$ cat config.mk
export PLATFORM = sky130hd
export DESIGN_NAME = rf_write_arbiter
export DESIGN_NICKNAME = d
export VERILOG_FILES = /design/src/rtl/rf_write_arbiter.sv
export SDC_FILE = /design/constraint.sdc
export NUM_CORES = 1
export LEC_CHECK = 0
export CAP_MARGIN = 20
export CELL_PAD_IN_SITES_DETAIL_PLACEMENT = 1
export CELL_PAD_IN_SITES_GLOBAL_PLACEMENT = 2
export CORE_MARGIN = 3
export CORE_UTILIZATION = 32
export CTS_BUF_LIST = sky130_fd_sc_hd__clkbuf_8
export CTS_CLUSTER_SIZE = 12
export DETAILED_ROUTE_END_ITERATION = 7
export PLACE_DENSITY_LB_ADDON = 0.25
export SLEW_MARGIN = 0
export SYNTH_ARGS = -nofsm -noshare
export SYNTH_HDL_FRONTEND = slang
export SYNTH_SLANG_ARGS = --single-unit
$ cat constraint.sdc
create_clock -name clock -period 3.2 [get_ports clock]
set_clock_uncertainty 0.1 [all_clocks]
set_input_delay 0.64 -clock clock [delete_from_list [all_inputs] [get_ports clock]]
set_output_delay 0.64 -clock clock [all_outputs]
set_load 0.005 [all_outputs]
$ cat src/rtl/rf_write_arbiter.sv
// rtl/rf_write_arbiter.sv - register file write-port arbiter between writeback and the MDU
//
// Ports:
//   clock, reset                      single clock, synchronous active-high reset
//   wb_data_in/wb_dreg_in/wb_valid_in writeback write request (no backpressure except stall)
//   mdu_data_in/mdu_dreg_in/
//   mdu_valid_in/mdu_ready_out        MDU result push into the 2-entry FIFO
//   reg_add/reg_data/reg_wr           registered register file write port
//   pipe_stall_out                    freezes the pipeline for one forced FIFO drain
//   pending_mask                      one bit per register targeted by a queued MDU result
module rf_write_arbiter #(
    parameter int STARVE_LIMIT = 4
) (
    input  logic        clock,
    input  logic        reset,
    input  logic [31:0] wb_data_in,
    input  logic [4:0]  wb_dreg_in,
    input  logic        wb_valid_in,
    input  logic [31:0] mdu_data_in,
    input  logic [4:0]  mdu_dreg_in,
    input  logic        mdu_valid_in,
    output logic        mdu_ready_out,
    output logic [4:0]  reg_add,
    output logic [31:0] reg_data,
    output logic        reg_wr,
    output logic        pipe_stall_out,
    output logic [31:0] pending_mask
);

    localparam logic [3:0] LIMIT = 4'(STARVE_LIMIT);

    // Entry 0 is always the head; entry 1 is valid only when count == 2.
    logic [4:0]  q_dreg [2];
    logic [31:0] q_data [2];
    logic [1:0]  count;
    logic [3:0]  age;

    logic       steal;
    logic       pop;
    logic       grant_wb;
    logic       push;
    logic [1:0] count_next;
    logic [1:0] slot_calc;
    logic       wr_slot;

    // Everything that gates the pipeline comes from registered state only,
    // so the stall never depends on this cycle's writeback request.
    assign steal          = (count == 2'd2) || ((count != 2'd0) && (age >= LIMIT));
    assign pipe_stall_out = steal;
    assign mdu_ready_out  = (count < 2'd2);

    always_comb begin
        pop        = steal || (!wb_valid_in && (count != 2'd0));
        grant_wb   = !steal && wb_valid_in;
        push       = mdu_valid_in && mdu_ready_out;
        count_next = count + {1'b0, push} - {1'b0, pop};
        // A push lands behind whatever remains after this cycle's pop.
        slot_calc  = count - {1'b0, pop};
        wr_slot    = slot_calc[0];
    end

    always_comb begin
        pending_mask = 32'd0;
        for (int i = 0; i < 2; i++) begin
            if (count > 2'(i)) begin
                pending_mask[q_dreg[i]] = 1'b1;
            end
        end
        pending_mask[0] = 1'b0;
    end

    always_ff @(posedge clock) begin
        if (reset) begin
            for (int i = 0; i < 2; i++) begin
                q_dreg[i] <= 5'd0;
                q_data[i] <= 32'd0;
            end
            count    <= 2'd0;
            age      <= 4'd0;
            reg_add  <= 5'd0;
            reg_data <= 32'd0;
            reg_wr   <= 1'b0;
        end else begin
            if (pop) begin
                q_dreg[0] <= q_dreg[1];
                q_data[0] <= q_data[1];
            end
            // Placed after the shift so a push into slot 0 overrides it.
            if (push) begin
                q_dreg[wr_slot] <= mdu_dreg_in;
                q_data[wr_slot] <= mdu_data_in;
            end
            count <= count_next;

            // A new head always starts aging from zero.
            if (pop || (count == 2'd0)) begin
                age <= 4'd0;
            end else if (age < LIMIT) begin
                age <= age + 4'd1;
            end

            // Register 0 writes still consume the grant but never assert reg_wr.
            if (pop) begin
                reg_add  <= q_dreg[0];
                reg_data <= q_data[0];
                reg_wr   <= (q_dreg[0] != 5'd0);
            end else if (grant_wb) begin
                reg_add  <= wb_dreg_in;
                reg_data <= wb_data_in;
                reg_wr   <= (wb_dreg_in != 5'd0);
            end else begin
                reg_wr   <= 1'b0;
            end
        end
    end

endmodule

== After elaboration in Yosys (flattened, before gate mapping) ==
Memories as Yosys holds them, arrays and structs flattened.
Index checks and enable logic that the tools add are counted.

* Order comparisons: 9
* Multiplexer cells: 28
* Add/sub/neg operators: 4
* Eq/ne operators: 1
* Reductions and logical operators: 19
* Bitwise logic cells: 3

{| class="wikitable"
|+ Operator list
! kind !! number
|-
| 32-bit two-way mux || 6
|-
| 32-bit bitwise OR || 1
|-
| 32-bit OR reduction || 1
|-
| 5-bit two-way mux || 4
|-
| 1-bit two-way mux || 16
|-
| 5-bit by 6-bit less-than comparator with 1-bit output, second input constant || 2
|-
| 1-bit demux with 5-bit select || 2
|-
| 5-bit by 1-bit >= comparator with 1-bit output, second input constant || 2
|-
| 5-bit nonzero test || 2
|-
| 1-bit logical AND || 6
|-
| 5-bit OR reduction || 1
|-
| 4-bit by 1-bit adder with 4-bit output, second input constant || 1
|-
| 4-bit by 3-bit >= comparator with 1-bit output, second input constant || 1
|-
| 2-bit by 1-bit > comparator with 1-bit output, second input constant || 2
|-
| 4-bit by 3-bit less-than comparator with 1-bit output, second input constant || 1
|-
| 2-bit nonzero test || 2
|-
| 1-bit logical OR || 3
|-
| 2-bit by 1-bit adder with 2-bit output || 1
|-
| 2-bit == test, second input constant || 1
|-
| 1-bit logical NOT || 2
|-
| 2-bit logical NOT || 1
|-
| 2-bit less-than comparator, second input constant || 1
|-
| 1-bit bitwise OR || 2
|-
| 2-bit OR reduction || 1
|-
| other kinds (2) || 2
|}

* Memory bits (writable): 74
* Input port bits: 78
* Output and inout port bits: 72
* Memories kept: 2
* Logic and storage cells: 71
* Bits in registers: 44

{| class="wikitable"
|+ Memories
! memory !! words !! width !! rd ports !! clocked after memory_dff !! wr ports !! line !! source
|-
| q_data || 2 || 32 || 2 || 0 || 2 || 34 || <nowiki>logic [31:0] q_data [2];</nowiki>
|-
| q_dreg || 2 || 5 || 2 || 0 || 2 || 33 || <nowiki>logic [4:0] q_dreg [2];</nowiki>
|}

== Longest topological paths before layout ==
Gate-level depths: netlist of run 1.

* Word-level depth: 8
* Gate-level depth with buffers: 8
* Depth with buffers taken out: 6

== Worst setup path after synthesis of run 1 ==
OpenSTA, ideal clock, no wires.

* Path kind: input to register
* Start: input port wb_valid_in
* End: memory q_data[0][0] (enable)
* Path slack: 0.414 ns
* Setup time: 0.395 ns
* Required time: 2.705 ns
* Arrival: 2.291 ns
* Cell stages on the path: 5
* Buffers on the path: 2
* Cell sequence: and4bb_4 nor4b_4 buf_6 buf_6 or3_1

{| class="wikitable"
|+ RTL lines
! element !! line !! source
|-
| from (decl) || 18 || <nowiki>input logic wb_valid_in,</nowiki>
|-
| to (decl) || 34 ||
|}

== Worst setup path in the final report of run 1 ==
* Start: register count[0]
* End: output port pending_mask[7]

* Cells in the longest elaborated chain, start to end: 4
* Elaborated cells on any way between the ends: 5
* Classes of those cells: 2 x order compare; 2 x mux; 1 x bitwise

{| class="wikitable"
|+ Ends and longest elaborated chain
! element !! line !! source
|-
| from (decl) || 35 || <nowiki>logic [1:0] count;</nowiki>
|-
| from (signal assigned) || 93 || <nowiki>count <= count_next;</nowiki>
|-
| 2-bit by 1-bit > comparator with 1-bit output || 65 || <nowiki>if (count > 2'(i)) begin</nowiki>
|-
| 32-bit two-way mux || 65 ||
|-
| 32-bit bitwise OR (no source line) || -- ||
|-
| 32-bit two-way mux (*) || 65 ||
|-
| to (decl) || 27 || <nowiki>output logic [31:0] pending_mask</nowiki>
|}

Mark *: on every way between the ends. The rest lies on a longest branch, timed or not.

==> metrics.yaml, run 1 <==
worst_setup_path:
  max_stage_delay_ns: 0.60
  cp.depth: 4
  reg2reg_depth: 5
  path_cells: "or2_2 > nand3_2 > o22ai_1 > clkdlybuf4s50_1"
  timing.critical_path.max_delay_family: "flip-flops"
  timing.setup.critical_path_class: "flop to output port"
  reg2reg_to: "q_dreg[0][2]"
  worst_setup_path_endpoint: "pending_mask[7]"
  critical_path_startpoint: "count[0]"
  crit_path_max_fanout: 10
  worst_ep_arrival_time_ns: 2.33
  critical_path_required_ns: 2.46
  r2r-start: "count[0]"
  setup.reg_to_reg.worst_slack_ns: 0.62
  cp-start-kind: "flop"
  endpoint_kind_of_the_worst_setup_timing_path: "output port"
  critical-path-slowest-cell: "dfxtp_1"
  path_buf_inv: 1
global_route:
  global_route.peak_usage_layer: "met2"
  grt_pass1_wl_um: 28200
  grt.total_usage_pct: 17.8
  remaining_global_route_overflow: 0
  groute.layer.met2.usage_pct: 30.6
  grt_use_met1_pct: 22.1
  gr-usage-met3_pct: 4.81
  number_of_global_route_vias_before_repair: 5224
  antenna_violations_before_repair: 0
  grt_start_max_net_pins: 77
timing:
  setup_slack_ns: 0.131
  fmaxAchievable_mhz: 326
  post-route-period-util_pct: 95.9
  rsz0062_at_grt: "no"
  timing.final.max_slew_violations: 0
  finalSetupViolCount: 0
  final.hold.worst_slack_ns: 0.336
  final-hold-violation-count: 0
  final.min_clock_period_ns: 3.07
  relSlewSlack_pct: 42.3
  finalSetupTns_ns: 0
  worst-slew-pin-transition_ns: 0.865
synth:
  seq_area_frac_synth_pct: 52.2
  post_synth_arst_share_pct: 0
  synth-main-ff-cell: "edfxtp_1"
  yosysWarnings: 0
  syn_avg_cell_area_um2: 11.3
  netlist.area_leader.share_pct: 37.4
  synth.cell_area_um2: 5940
  synth.largest_area_cell: "edfxtp_1"
  netlist_instances: 528
  number_of_synthesized_register_bits: 118
  ys_top_cells_by_area: "edfxtp_1 (37%), dfxtp_1 (15%), nor4b_1 (5.5%)"
  synth_cell_type_count: 44
  synth-edff-count: 74
clock_tree:
  clkSlewWorstSetupHoldPaths_ns: 0.07
  cts_inserted_buffers: 17
  tritoncts: "built"
  ctsHoldBuffers: 0
  clock_tree.buffer_depth: 2
  sinks_on_the_clock_net: 118
  cts_htree_levels: 4
  root_driver: "clkbuf_8"
  clkLatencyLatePin_ns: 0.44
floorplanning:
  start_util_pct: 32.8
  core_um2: 18100
  fp.dieW_um: 142
  die_height_um: 142
  io_pins: 150
  die-area_um2: 20200
  number_of_rows_created_at_floorplan: 49
placed_design:
  gp_routability_congestion: 0.779
  place.detailed.instances: 866
  worst_case_setup_slack_after_placement_ns: 0.410
  io_buffers: 148
  detailed_placement_wirelength_estimate_um: 11400
routing:
  drt_first_pass_iters: 4
  totalWireLength_um: 18000
  drtIter0Drc: 275
  drc_violations_left: 0
  avgRoutedWirePerCell_um: 20.0
  route.antenna.remaining_nets: 0
  num_vias: 4885
  detail_route.vias_per_cell: 5.44
cells_and_area:
  most_common_cell_after_layout_fill_and_taps_aside: "clkdlybuf4s50_1"
  nNetsFinal: 736
  final_layout_size_suffix_gt1_share_pct: 15.7
  antenna_cells: 0
  layout-area-overhead-vs-synth_pct: 35.8
  fin_cells: 898
  layout.cells.most_common_list: "clkdlybuf4s50_1 (147), edfxtp_1 (74), dfxtp_1 (44), nor2_1 (41)"
run_status:
  outcome: "complete, no violations"
pwr:
  power_switching_share_pct: 32.1
  ir_drop_v: 0.000370
  p_seq_share_pct: 38.0
  p_per_area_nw_per_um2: 726
  finalPower_uw: 5860
  share_comb_of_total_power_pct: 33.0
  power.clock.fraction_pct: 29.0
  switching_power_uw: 1880
  internal_power_uw: 3980
  static-leakage-power_uw: 0.00281
hold_path:
  whs_path_depth: 1
  timing.hold.worst.class: "flop to flop"
run:
  maxCapViolations: 0
-- how the worst min path moves through the flow --
stage / to / slack (ns) / from
2_1_floorplan: age[0] / 0.31 / age[0]
3_3_place_gp: age[0] / 0.32 / age[0]
3_5_place_dp: age[0] / 0.33 / age[0]
4_1_cts: age[0] / 0.34 / age[0]
5_1_grt: age[0] / 0.36 / age[0]
6_report: age[0] / 0.34 / age[0]
-- cell usage after synthesis (5+ instances only) --
library cell and count:
o22ai_1 32, a31oi_1 35, clkbuf_1 25, mux2_4 19, o21ai_0 35, buf_2 20
mux2_2 20, and2_1 37, buf_4 6, or3_1 7, dfxtp_1 44, nor2_1 41
a211oi_1 35, nand2_1 5, edfxtp_1 74, nand3b_1 8, nor4b_1 37
-- layer usage --
| metal | vias up | wire length, um |
|---|---|---|
| met3 | 16 | 922 |
| li1 | 2284 | - |
| met5 | - | 0 |
| met2 | 141 | 8890 |
| met4 | 0 | 176 |
| met1 | 2444 | 8000 |
-- flip-flops by register name (all words and copies together) (netlist names) --
signal and flops:
q_dreg 10, reg_wr 1, count 2, reg_add 5
q_data 64, age 4, reg_data 32
-- power by group through the flow --
stage          Clock (uW)  Sequential (uW)  Combinational [uW]
3_3_place_gp            0             2250                1890
5_1_grt              1810             2280                2120
2_1_floorplan           0             2200                1150
6_report             1700             2230                1930
4_1_cts              1740             2230                1950
3_5_place_dp            0             2260                1940
-- timing repair --
item,CTS,global route
setup endpoints to repair,0,5
buffers inserted,0,0
resized for setup,0,1
hold endpoints to repair,0,0
-- layout make-up --
type | count | area, um2
fillers | 1926 | 10000
flip-flops and latches | 118 | 3100
inverters | 1 | 3.75
clock buffers | 17 | 234
multi-input cells | 352 | 2570
clock inverters | 15 | 259
well taps | 229 | 287
repair buffers | 166 | 1610
-- logic make-up (layout without fill, tap and decap cells) --
logic type | after synthesis | in the layout | share of synthesized area, %
buffers and inverters | 59 | 199 | 5.03
adders and majority gates | 2 | 2 | 0.421
and+or+nand+nor | 163 | 163 | 18.2
other | 1 | 2 | 0.0631
muxes | 40 | 40 | 8.76
DFF | 118 | 118 | 52.2
xor gates and xnor gates | 1 | 1 | 0.147
AOI/OAI and AO/OA | 144 | 144 | 15.2
-- worst reg2reg max path, delay by kind of cell (launching register included) --
family	cells	cell delay (ns)
buffers and inverters	2	0.91
flip-flops	1	0.45
AND/OR/NAND/NOR	3	0.83
-- per-stage QoR --
stage	utilization [%]	cell area, um2
after floorplan	-	5940
after global placement	41.9	7570
after detailed placement	41.9	7570
after CTS	44.6	8060
after global routing	44.6	8070
final	44.6	8070
Power figures use the tool's default switching activity.
==> run 2, diff against run 1 <==
CAP_MARGIN = default   (was 20)
CORE_UTILIZATION = 31   (was 32)
CTS_BUF_LIST = default   (was sky130_fd_sc_hd__clkbuf_8)
==> metrics.yaml, run 2 (synthesis gave the netlist of run 1 again) <==
run_status:
  outcome: "complete, no violations"  # unchanged
worst_setup_path:
  reg2reg_depth: 5  # unchanged
  path_cells: "or2_2 > nand3_2 > o22ai_1 > clkdlybuf4s50_1"  # unchanged
  critical_path_required_ns: 2.46  # about the same
  endpoint_kind_of_the_worst_setup_timing_path: "output port"  # unchanged
  crit_path_max_fanout: 10  # unchanged
  max_stage_delay_ns: 0.59  # was 0.60 ns
  worst_ep_arrival_time_ns: 2.29  # was 2.33 ns
  r2r-start: "count[0]"  # unchanged
  critical-path-slowest-cell: "dfxtp_1"  # unchanged
  cp-start-kind: "flop"  # unchanged
  reg2reg_to: "q_data[0][12]"  # was q_dreg[0][2]
  setup.reg_to_reg.worst_slack_ns: 0.61  # was 0.62 ns
  timing.setup.critical_path_class: "flop to output port"  # unchanged
cells_and_area:
  layout-area-overhead-vs-synth_pct: 37.5  # was 35.8%
  largest_reg_flops: 64  # unchanged
  final_layout_size_suffix_gt1_share_pct: 15.3  # was 15.7%
  largest_register: "q_data"  # unchanged
  finalCoreUtilization_pct: 44.4  # was 44.6%
  sequential_cell_area_um2: 3100  # unchanged
  most_common_cell_after_layout_fill_and_taps_aside: "clkdlybuf4s50_1"  # unchanged
  antenna_cells: 0  # unchanged
  layout.cells.most_common_list: "clkdlybuf4s50_1 (147), edfxtp_1 (74), dfxtp_1 (44), nor2_1 (41)"  # unchanged
  largestRegisters: "q_data x64, reg_data x32, q_dreg x10"  # unchanged
  nFillCells: 1965  # was 1926
  multiInputGateArea_um2: 2560  # was 2570 um2
  nNetsFinal: 739  # was 736
clock_tree:
  tritoncts: "built"  # unchanged
  ctsHoldBuffers: 0  # unchanged
  sinks_on_the_clock_net: 118  # unchanged
  cts_inserted_buffers: 17  # unchanged
  clkSlewWorstSetupHoldPaths_ns: 0.05  # was 0.07 ns
  cts_htree_levels: 4  # unchanged
  root_driver: "clkbuf_16"  # was clkbuf_8
  post_cts_buffers: 0  # unchanged
  clkLatencyLatePin_ns: 0.41  # was 0.44 ns
  cells_resized_by_post_cts_repair: 0  # unchanged
  clock_tree.buffer_depth: 2  # unchanged
global_route:
  antenna_violations_before_repair: 0  # unchanged
  number_of_global_route_vias_before_repair: 5363  # was 5224
  grt_pass1_wl_um: 29200  # was 28200 um
  grt_start_max_net_pins: 77  # unchanged
  remaining_global_route_overflow: 0  # unchanged
  grt.total_usage_pct: 18.0  # was 17.8%
run:
  maxCapViolations: 0  # unchanged
pwr:
  power_switching_share_pct: 31.6  # was 32.1%
  static-leakage-power_uw: 0.00286  # was 0.00281 uW
  power.clock.fraction_pct: 30.8  # was 29.0%
  internal_power_uw: 4140  # was 3980 uW
  switching_power_uw: 1910  # was 1880 uW
  share_comb_of_total_power_pct: 32.2  # was 33.0%
  p_seq_share_pct: 37.0  # was 38.0%
  ir_drop_v: 0.000485  # was 0.000370 V
  p_per_area_nw_per_um2: 741  # was 726 nW/um2
floorplanning:
  number_of_rows_created_at_floorplan: 49  # unchanged
  die_height_um: 144  # was 142 um
  io_pins: 150  # unchanged
  die-area_um2: 20900  # was 20200 um2
  start_util_pct: 32.3  # was 32.8%
  core_um2: 18400  # was 18100 um2
  fp.dieW_um: 144  # was 142 um
timing:
  timing.final.max_slew_violations: 0  # unchanged
  finalSetupTns_ns: 0  # unchanged
  fmaxAchievable_mhz: 330  # was 326 MHz
  rsz0062_at_grt: "no"  # unchanged
  final.min_clock_period_ns: 3.03  # was 3.07 ns
  finalSetupViolCount: 0  # unchanged
  worst-slew-pin-transition_ns: 0.853  # was 0.865 ns
  relSlewSlack_pct: 43.2  # was 42.3%
  post-route-period-util_pct: 94.8  # was 95.9%
  final-hold-violation-count: 0  # unchanged
routing:
  avgRoutedWirePerCell_um: 20.5  # was 20.0 um
  drc_violations_left: 0  # unchanged
  detail_route.vias_per_cell: 5.44  # about the same
  num_vias: 4901  # was 4885
  drtIter0Drc: 293  # was 275
  totalWireLength_um: 18400  # was 18000 um
  route.antenna.remaining_nets: 0  # unchanged
  drt_first_pass_iters: 4  # unchanged
hold_path:
  timing.hold.worst.class: "flop to flop"  # unchanged
  hold_path.startpoint: "age[0]"  # unchanged
  whs_path_depth: 1  # unchanged
  hold-path-endpoint: "age[0]"  # unchanged
placed_design:
  io_buffers: 148  # unchanged
  detailed_placement_wirelength_estimate_um: 12000  # was 11400 um
  gp_routability_congestion: 0.782  # was 0.779
run 2: metrics by stage:
stage	cell area [um2]	hold WS [ns]	setup WS (ns)	instances	total power, uW
final	8170	0.329	0.167	901	6060
after global routing	8170	0.350	0.00120	901	6410
after CTS	8170	0.334	0.139	901	6120
after detailed placement	7590	0.326	0.440	869	4240
after global placement	7590	0.316	0.522	869	4170
after floorplan	5940	0.308	0.414	529	3350
run 2: area by class of cell:
type                            instances  area share (%)
Inverter                                1          0.0459
Multi-Input combinational cell        352            31.4
Clock inverter                          4           0.858
Timing Repair Buffer                  169            20.0
Sequential cell                       118            38.0
Clock buffer                           28            6.20
Tap cell                              229            3.51
run 2: how the worst max path moves through the flow:
stage,start,to,depth (start not counted)
floorplan,wb_valid_in,q_data[0][0],5
global placement,wb_valid_in,q_data[0][7],5
detailed placement,wb_valid_in,q_data[0][7],5
CTS,count[0],pending_mask[9],4
global route,count[0],pending_mask[7],4
finish,count[0],pending_mask[3],4
run 2: routing by layer:
layer	vias up	share of wire (%)	GRT usage (%)	wire, um
met5	-	0	0	0
met4	0	1.1	5.65	203
met3	14	4.7	4.20	857
met2	115	50	31.3	9250
met1	2480	44	22.0	8120
li1	2292	-	-	-
run 2: critical path, delay by kind of cell (launching register included):
| family | cells | cell delay (ns) |
|---|---|---|
| AO/OA/AOI/OAI | 1 | 0.25 |
| buffers and inverters | 1 | 0.55 |
| AND/OR/NAND/NOR | 2 | 0.49 |
| flip-flops | 1 | 0.59 |
run 2: power groups by stage:
| stage | Clock (uW) | Combinational, uW | Sequential [uW] |
|---|---|---|---|
| floorplan | 0 | 1150 | 2200 |
| global placement | 0 | 1920 | 2250 |
| detailed placement | 0 | 1970 | 2270 |
| CTS | 1900 | 1980 | 2240 |
| global route | 1970 | 2150 | 2290 |
| finish | 1860 | 1950 | 2240 |
